<file path="src/rtl/pwl_single_pole_filter.sv">
// pwl_single_pole_filter: a bit-driven, slew-limited ramp feeds a first-order
// leaky integrator. A segment fitter emits piecewise-linear (value, slope)
// segments whenever the running linear prediction drifts more than ETOL from
// the filter output, or when the segment age counter is exhausted.
// Optional build macro PWL_SPF_SEGCNT_EN enables the saturating segment
// counter on seg_cnt; without it seg_cnt is tied to zero.
module pwl_single_pole_filter #(
  parameter int W      = 16,
  parameter int VH     = 3277,
  parameter int VL     = -3277,
  parameter int TR_CYC = 40,
  parameter int K      = 5,
  parameter int ETOL   = 33,
  parameter int AGE_W  = 16
) (
  input  logic         clk,
  input  logic         rst,
  input  logic         in,
  output logic [W-1:0] x,
  output logic [W-1:0] y,
  output logic [W-1:0] seg_val,
  output logic [W-1:0] seg_slope,
  output logic         seg_upd,
  output logic [15:0]  seg_cnt
);

  localparam int STEP_RAW = (VH - VL) / TR_CYC;
  localparam int STEP     = (STEP_RAW < 1) ? 1 : STEP_RAW;
  localparam int AW       = W + K;          // accumulator width
  localparam int PW       = W + AGE_W + 1;  // prediction width

  localparam logic signed [W:0]    VH_E   = (W+1)'(VH);
  localparam logic signed [W:0]    VL_E   = (W+1)'(VL);
  localparam logic signed [W:0]    STEP_E = (W+1)'(STEP);
  localparam logic signed [W-1:0]  VL_S   = W'(VL);
  localparam logic signed [AW-1:0] ACC_RST = {VL_S, {K{1'b0}}};
  localparam logic [PW:0]          ETOL_E = (PW+1)'(ETOL);

  // State
  logic signed [W-1:0]  x_q;
  logic signed [AW-1:0] acc_q;
  logic signed [W-1:0]  y_prev_q;
  logic signed [W-1:0]  sv_q;
  logic signed [W-1:0]  sl_q;
  logic [AGE_W-1:0]     age_q;
  logic                 upd_q;

  // Ramp datapath (one extra bit so the step never wraps before clamping)
  logic signed [W:0]   x_e, tgt_e, x_up, x_dn;
  logic signed [W-1:0] x_nxt;

  // Filter datapath
  logic signed [AW-1:0] acc_shr, x_sx, acc_nxt;
  logic signed [W-1:0]  y_s;

  // Fitter datapath
  logic [AGE_W:0]       age_p1;
  logic signed [PW-1:0] sl_e, age_e, sv_e, y_e, pred;
  logic signed [PW:0]   diff;
  logic [PW:0]          err;
  logic                 new_seg;
  logic signed [W-1:0]  slope_nxt;

  // Slew-limited ramp toward the rail selected by in; reversal starts from current x
  always_comb begin
    x_e   = {x_q[W-1], x_q};
    tgt_e = in ? VH_E : VL_E;
    x_up  = x_e + STEP_E;
    x_dn  = x_e - STEP_E;
    x_nxt = x_q;
    if (x_e < tgt_e) begin
      x_nxt = (x_up > tgt_e) ? tgt_e[W-1:0] : x_up[W-1:0];
    end else if (x_e > tgt_e) begin
      x_nxt = (x_dn < tgt_e) ? tgt_e[W-1:0] : x_dn[W-1:0];
    end
  end

  assign acc_shr = acc_q >>> K;
  assign x_sx    = {{K{x_q[W-1]}}, x_q};
  assign acc_nxt = acc_q + x_sx - acc_shr;
  assign y_s     = acc_q[AW-1:K];  // equals acc_q >>> K, which always fits W bits

  // Linear prediction one cycle ahead of the segment's current age, and its error
  always_comb begin
    age_p1    = {1'b0, age_q} + {{AGE_W{1'b0}}, 1'b1};
    sl_e      = {{(PW-W){sl_q[W-1]}}, sl_q};
    sv_e      = {{(PW-W){sv_q[W-1]}}, sv_q};
    y_e       = {{(PW-W){y_s[W-1]}}, y_s};
    age_e     = {{(PW-AGE_W-1){1'b0}}, age_p1};
    pred      = sv_e + sl_e * age_e;
    diff      = {y_e[PW-1], y_e} - {pred[PW-1], pred};
    err       = diff[PW] ? -diff : diff;
    new_seg   = (err > ETOL_E) || (age_q == '1);
    slope_nxt = y_s - y_prev_q;
  end

  // Ramp, filter and fitter registers; reset discards the whole pipeline
  always_ff @(posedge clk) begin
    if (rst) begin
      x_q      <= VL_S;
      acc_q    <= ACC_RST;
      y_prev_q <= VL_S;
      sv_q     <= VL_S;
      sl_q     <= '0;
      age_q    <= '0;
      upd_q    <= 1'b0;
    end else begin
      x_q      <= x_nxt;
      acc_q    <= acc_nxt;
      y_prev_q <= y_s;
      if (new_seg) begin
        sv_q  <= y_s;
        sl_q  <= slope_nxt;
        age_q <= '0;
        upd_q <= 1'b1;
      end else begin
        age_q <= age_q + {{(AGE_W-1){1'b0}}, 1'b1};
        upd_q <= 1'b0;
      end
    end
  end

`ifdef PWL_SPF_SEGCNT_EN
  logic [15:0] cnt_q;

  // Saturating count of emitted segment strobes
  always_ff @(posedge clk) begin
    if (rst) begin
      cnt_q <= 16'd0;
    end else if (upd_q && (cnt_q != 16'hFFFF)) begin
      cnt_q <= cnt_q + 16'd1;
    end
  end

  assign seg_cnt = cnt_q;
`else
  assign seg_cnt = 16'd0;
`endif

  assign x         = x_q;
  assign y         = y_s;
  assign seg_val   = sv_q;
  assign seg_slope = sl_q;
  assign seg_upd   = upd_q;

endmodule

</file>
<file path="config.mk">
export PLATFORM = sky130hd
export DESIGN_NAME = pwl_single_pole_filter
export DESIGN_NICKNAME = d
export VERILOG_FILES = /design/src/rtl/pwl_single_pole_filter.sv
export SDC_FILE = /design/constraint.sdc
export NUM_CORES = 1
export LEC_CHECK = 0
export CELL_PAD_IN_SITES_DETAIL_PLACEMENT = 2
export CELL_PAD_IN_SITES_GLOBAL_PLACEMENT = 2
export CORE_UTILIZATION = 36
export CTS_CLUSTER_DIAMETER = 150
export DETAILED_ROUTE_END_ITERATION = 8
export HOLD_SLACK_MARGIN = 0.15
export PLACE_DENSITY = 0.8
export SLEW_MARGIN = 20
export SYNTH_ARGS = -nofsm -noshare
export SYNTH_HDL_FRONTEND = slang
export SYNTH_SLANG_ARGS = --single-unit
</file>
<file path="constraint.sdc">
create_clock -name clk -period 9.9 [get_ports clk]
set_input_delay 2.97 -clock clk [delete_from_list [all_inputs] [get_ports clk]]
set_output_delay 2.97 -clock clk [all_outputs]
set_load 0.05 [all_outputs]
</file>
==> results of run 1 <==
[worst reg2reg max path, delay by kind of cell (launching register included)]
kind,cells,cell delay (ns)
and+or+nand+nor,11,2.85
adders and majority gates,9,4.85
AOI/OAI and AO/OA,15,3.00
buffers and inverters,9,1.49
DFF,1,0.41
xor gates and xnor gates,2,0.27
[through the flow]
stage | cell area (um2) | utilization | TNS [ns] | hold slack, ns | std cells
finish | 27290 | 0.4730 | -144.79 | 0.5573 | 3757
detailed placement | 25180 | 0.4365 | -84.63 | 0.5027 | 3662
global route | 27280 | 0.4728 | -134.51 | 0.5839 | 3753
CTS | 26630 | 0.4616 | -64.83 | 0.5489 | 3720
global placement | 25180 | 0.4365 | -45.27 | 0.4935 | 3662
floorplan | 21350 | - | -19.54 | 0.5034 | 2581
[area by class of cell]
| class | count | area [um2] |
|---|---|---|
| diodes | 4 | 10.01 |
| clock buffers | 10 | 229.0 |
| clock inverters | 6 | 70.07 |
| fillers | 6297 | 30410 |
| inverters | 498 | 1869 |
| multi-input cells | 1862 | 17790 |
| flip-flops and latches | 102 | 2054 |
| well taps | 765 | 957.2 |
| repair buffers | 510 | 4312 |
[layout by cell type, fill, tap and decap left out, types with 13 or more instances in the layout]
master           count
inv_2               16
buf_6               20
o21ai_0             64
nand4_1             13
nor3_1              29
ha_1               226
nor2_1             118
o21a_1              26
nand2b_1            25
dfxtp_1             96
fa_1               242
xor2_1              31
conb_1              16
inv_1              477
fa_2                20
a21o_1              43
buf_12              15
nor2b_1             37
clkdlybuf4s50_1     66
and3_1              16
and2_1             137
a21oi_2             37
nand2_1            194
buf_4              403
a21oi_1             86
xnor2_1             78
nand3_1             46
[worst paths after layout]
kind | startpoint | endpoint | slack [ns] | cells after the start
setup / recovery | age_q[0] | seg_val[2] | -3.13 | 46
hold / removal | seg_val[2] | seg_val[2] | 0.56 | 2
setup reg to reg | age_q[0] | seg_val[2] | -3.13 | 46
hold reg to reg | seg_val[2] | seg_val[2] | 0.56 | 2
[state kept, by name, indices dropped and copies added (netlist names)]
register,count
acc_q,21
seg_upd,1
age_q,16
y_prev_q,16
seg_slope,16
x,16
seg_val,16
[logic make-up (layout without fill, tap and decap cells)]
kind of cell / after synthesis / in the layout
buf+inv: 617 / 1024
xor+xnor: 122 / 122
other cells: 1 / 20
fa+ha+maj: 499 / 499
mux: 8 / 8
simple gates: 749 / 749
flops: 102 / 102
compound gates: 468 / 468
[what timing repair did]
item | CTS | global route
endpoints found under the hold margin | 0 | 0
cloned | 4 | 1
resized for setup | 164 | 106
hold buffers | 0 | 0
pin swaps | 83 | 72
endpoints found under the setup margin | 49 | 49
buffers inserted | 38 | 38
[metal layers]
| metal | wire length, um | up-vias | part of all wire |
|---|---|---|---|
| li1 | - | 9129 | - |
| met1 | 48240 | 12170 | 0.33 |
| met2 | 65720 | 1981 | 0.45 |
| met3 | 15150 | 1099 | 0.10 |
| met4 | 16740 | 20 | 0.11 |
| met5 | 282 | - | 0.0019 |
==> key figures, run 1 <==
Run status
  – Outcome: finished with violations
  – Failing checks: setup timing

Clock tree
  – Max Root-Sink Buffers: 2
  – CTS H-tree depth: 3
  – Root Buffer Master: clkbuf_16
  – Num CTS Buffers: 9
  – Clock Pin Slew Worst Setup and Hold Paths: 0.09 ns
  – Clock sink count: 102
  – Worst skew pair latency: around 0.42 ns
  – CTS tree: yes

Synthesis
  – Area leader, netlist: fa_1
  – Multiplexer share of the synthesized area: 0.003872
  – Cells after synthesis: 2566
  – Synth warn: 0
  – Post-Synth Adder-Cell Area: 0.3909
  – Post-synth top area share: 0.2497
  – Main combinational cell family by area after synthesis: adder cells
  – Simple-gate portion of the synthesized area: 0.1850
  – XOR/XNOR share of the synthesized area: 0.05087
  – Synth Cell Area: around 21000 um2
  – Post-synth cell types: 93
  – Count leader, synth: inv_1
  – Number of synthesized flops with an enable pin: 0
  – FF+latch count, synth: 102
  – Commonest cells in the netlist: 493 x inv_1, 262 x fa_1, 237 x ha_1
  – Asr flop ratio synth: 0
  – Ranking of synthesized cells by area: fa_1 25%, ha_1 14%, dfxtp_1 9.7%
  – Ys flop type: dfxtp_1
  – Seq/Total Area, Yosys: 0.09721
  – Syn_area_per_cell: 8.186 um2
  – Synth Area in Compound Gates: 0.1544

Timing
  – Slew HR: 0.04114
  – Final setup fails: 49
  – Clock Skew: 0.02813 ns
  – Pins Over Slew Limit: 0
  – Worst slew pin tran: around 1.4 ns
  – RSZ-0062 raised after global routing: yes
  – Final WS setup: -3.133 ns
  – Clock period minus worst slack: between 10 and 15 ns
  – Fin crit share: 1.316
  – Final Hold Viols: 0
  – Max Clk Rate: 76.73 MHz

Setup path
  – CP max stage delay: 0.96 ns
  – Kind of critical path: reg -> reg
  – Slowest CP cell: fa_1
  – Top delay family on crit path: adder cells
  – Data arrival, critical path: 13.29 ns
  – Startpoint types: flop
  – Largest fanout on the critical path: 9
  – Critical Path RT: 10.16 ns
  – Kind of end point of the critical path: flop
  – Buf/Inv on CP: 9

Route
  – Routed vias: 24400
  – Pre-antenna DRT Iters: 6
  – Total Wirelength: between 100000 and 150000 um
  – DRC Markers: 0
  – Starting DRC count in detailed routing: 2439
  – Via density per instance: 6.495
  – Antenna Nets Post-Route: 0
  – Routed len/inst: roughly 40 um

Global route
  – Largest net degree at the start of global routing: between 80 and 90
  – Met3 Resource Use GR: 0.1131
  – GR Layer Usage met1: 0.4215
  – Tot GR Track Use: 0.4191
  – Grt total ovfl: 0
  – Initial antenna violation count: 13
  – Top Usage Layer GRT: met2
  – Vias in the first global route: 27060
  – Grt met2 use: 0.7329
  – First-pass GRT wire length: 184700 um

Floorplan
  – Die ar.: 59320 um2
  – Die H: 243.6 um
  – Row count: 88
  – Core area: 57700 um2
  – Die width: 243.6 um
  – Io pins: 84
  – Initial core utilization: 0.3641

Placement
  – Hpwl dp: 78180 um
  – Setup slack at placement: -1.878 ns
  – Port buffer count: 67
  – Routability congestion estimate: 0.8915

Run
  – Max-cap viol count: 0

Min path
  – Hold WC Path Type: reg -> reg

Finish
  – Share of cells above drive strength 1: 0.2373
  – Area Growth Syn to Fin: 29.92%
  – Nets: between 3000 and 4000
Power of run 1 is left out: the tool's default activity adds up to more than one toggle a clock period on the data nets, which glitch-free logic cannot reach.
==> run 2, diff against run 1 <==
--- a/config.mk
+++ b/config.mk
@@ -9,6 +9,7 @@
 export CELL_PAD_IN_SITES_GLOBAL_PLACEMENT = 2
 export CORE_UTILIZATION = 36
 export CTS_CLUSTER_DIAMETER = 150
+export CTS_CLUSTER_SIZE = 8
 export DETAILED_ROUTE_END_ITERATION = 8
 export HOLD_SLACK_MARGIN = 0.15
 export PLACE_DENSITY = 0.8
==> results of run 2 <==
The final DEF is identical to that of run 1; final timing and power are the same.
Power of run 2 is left out for the same reason.
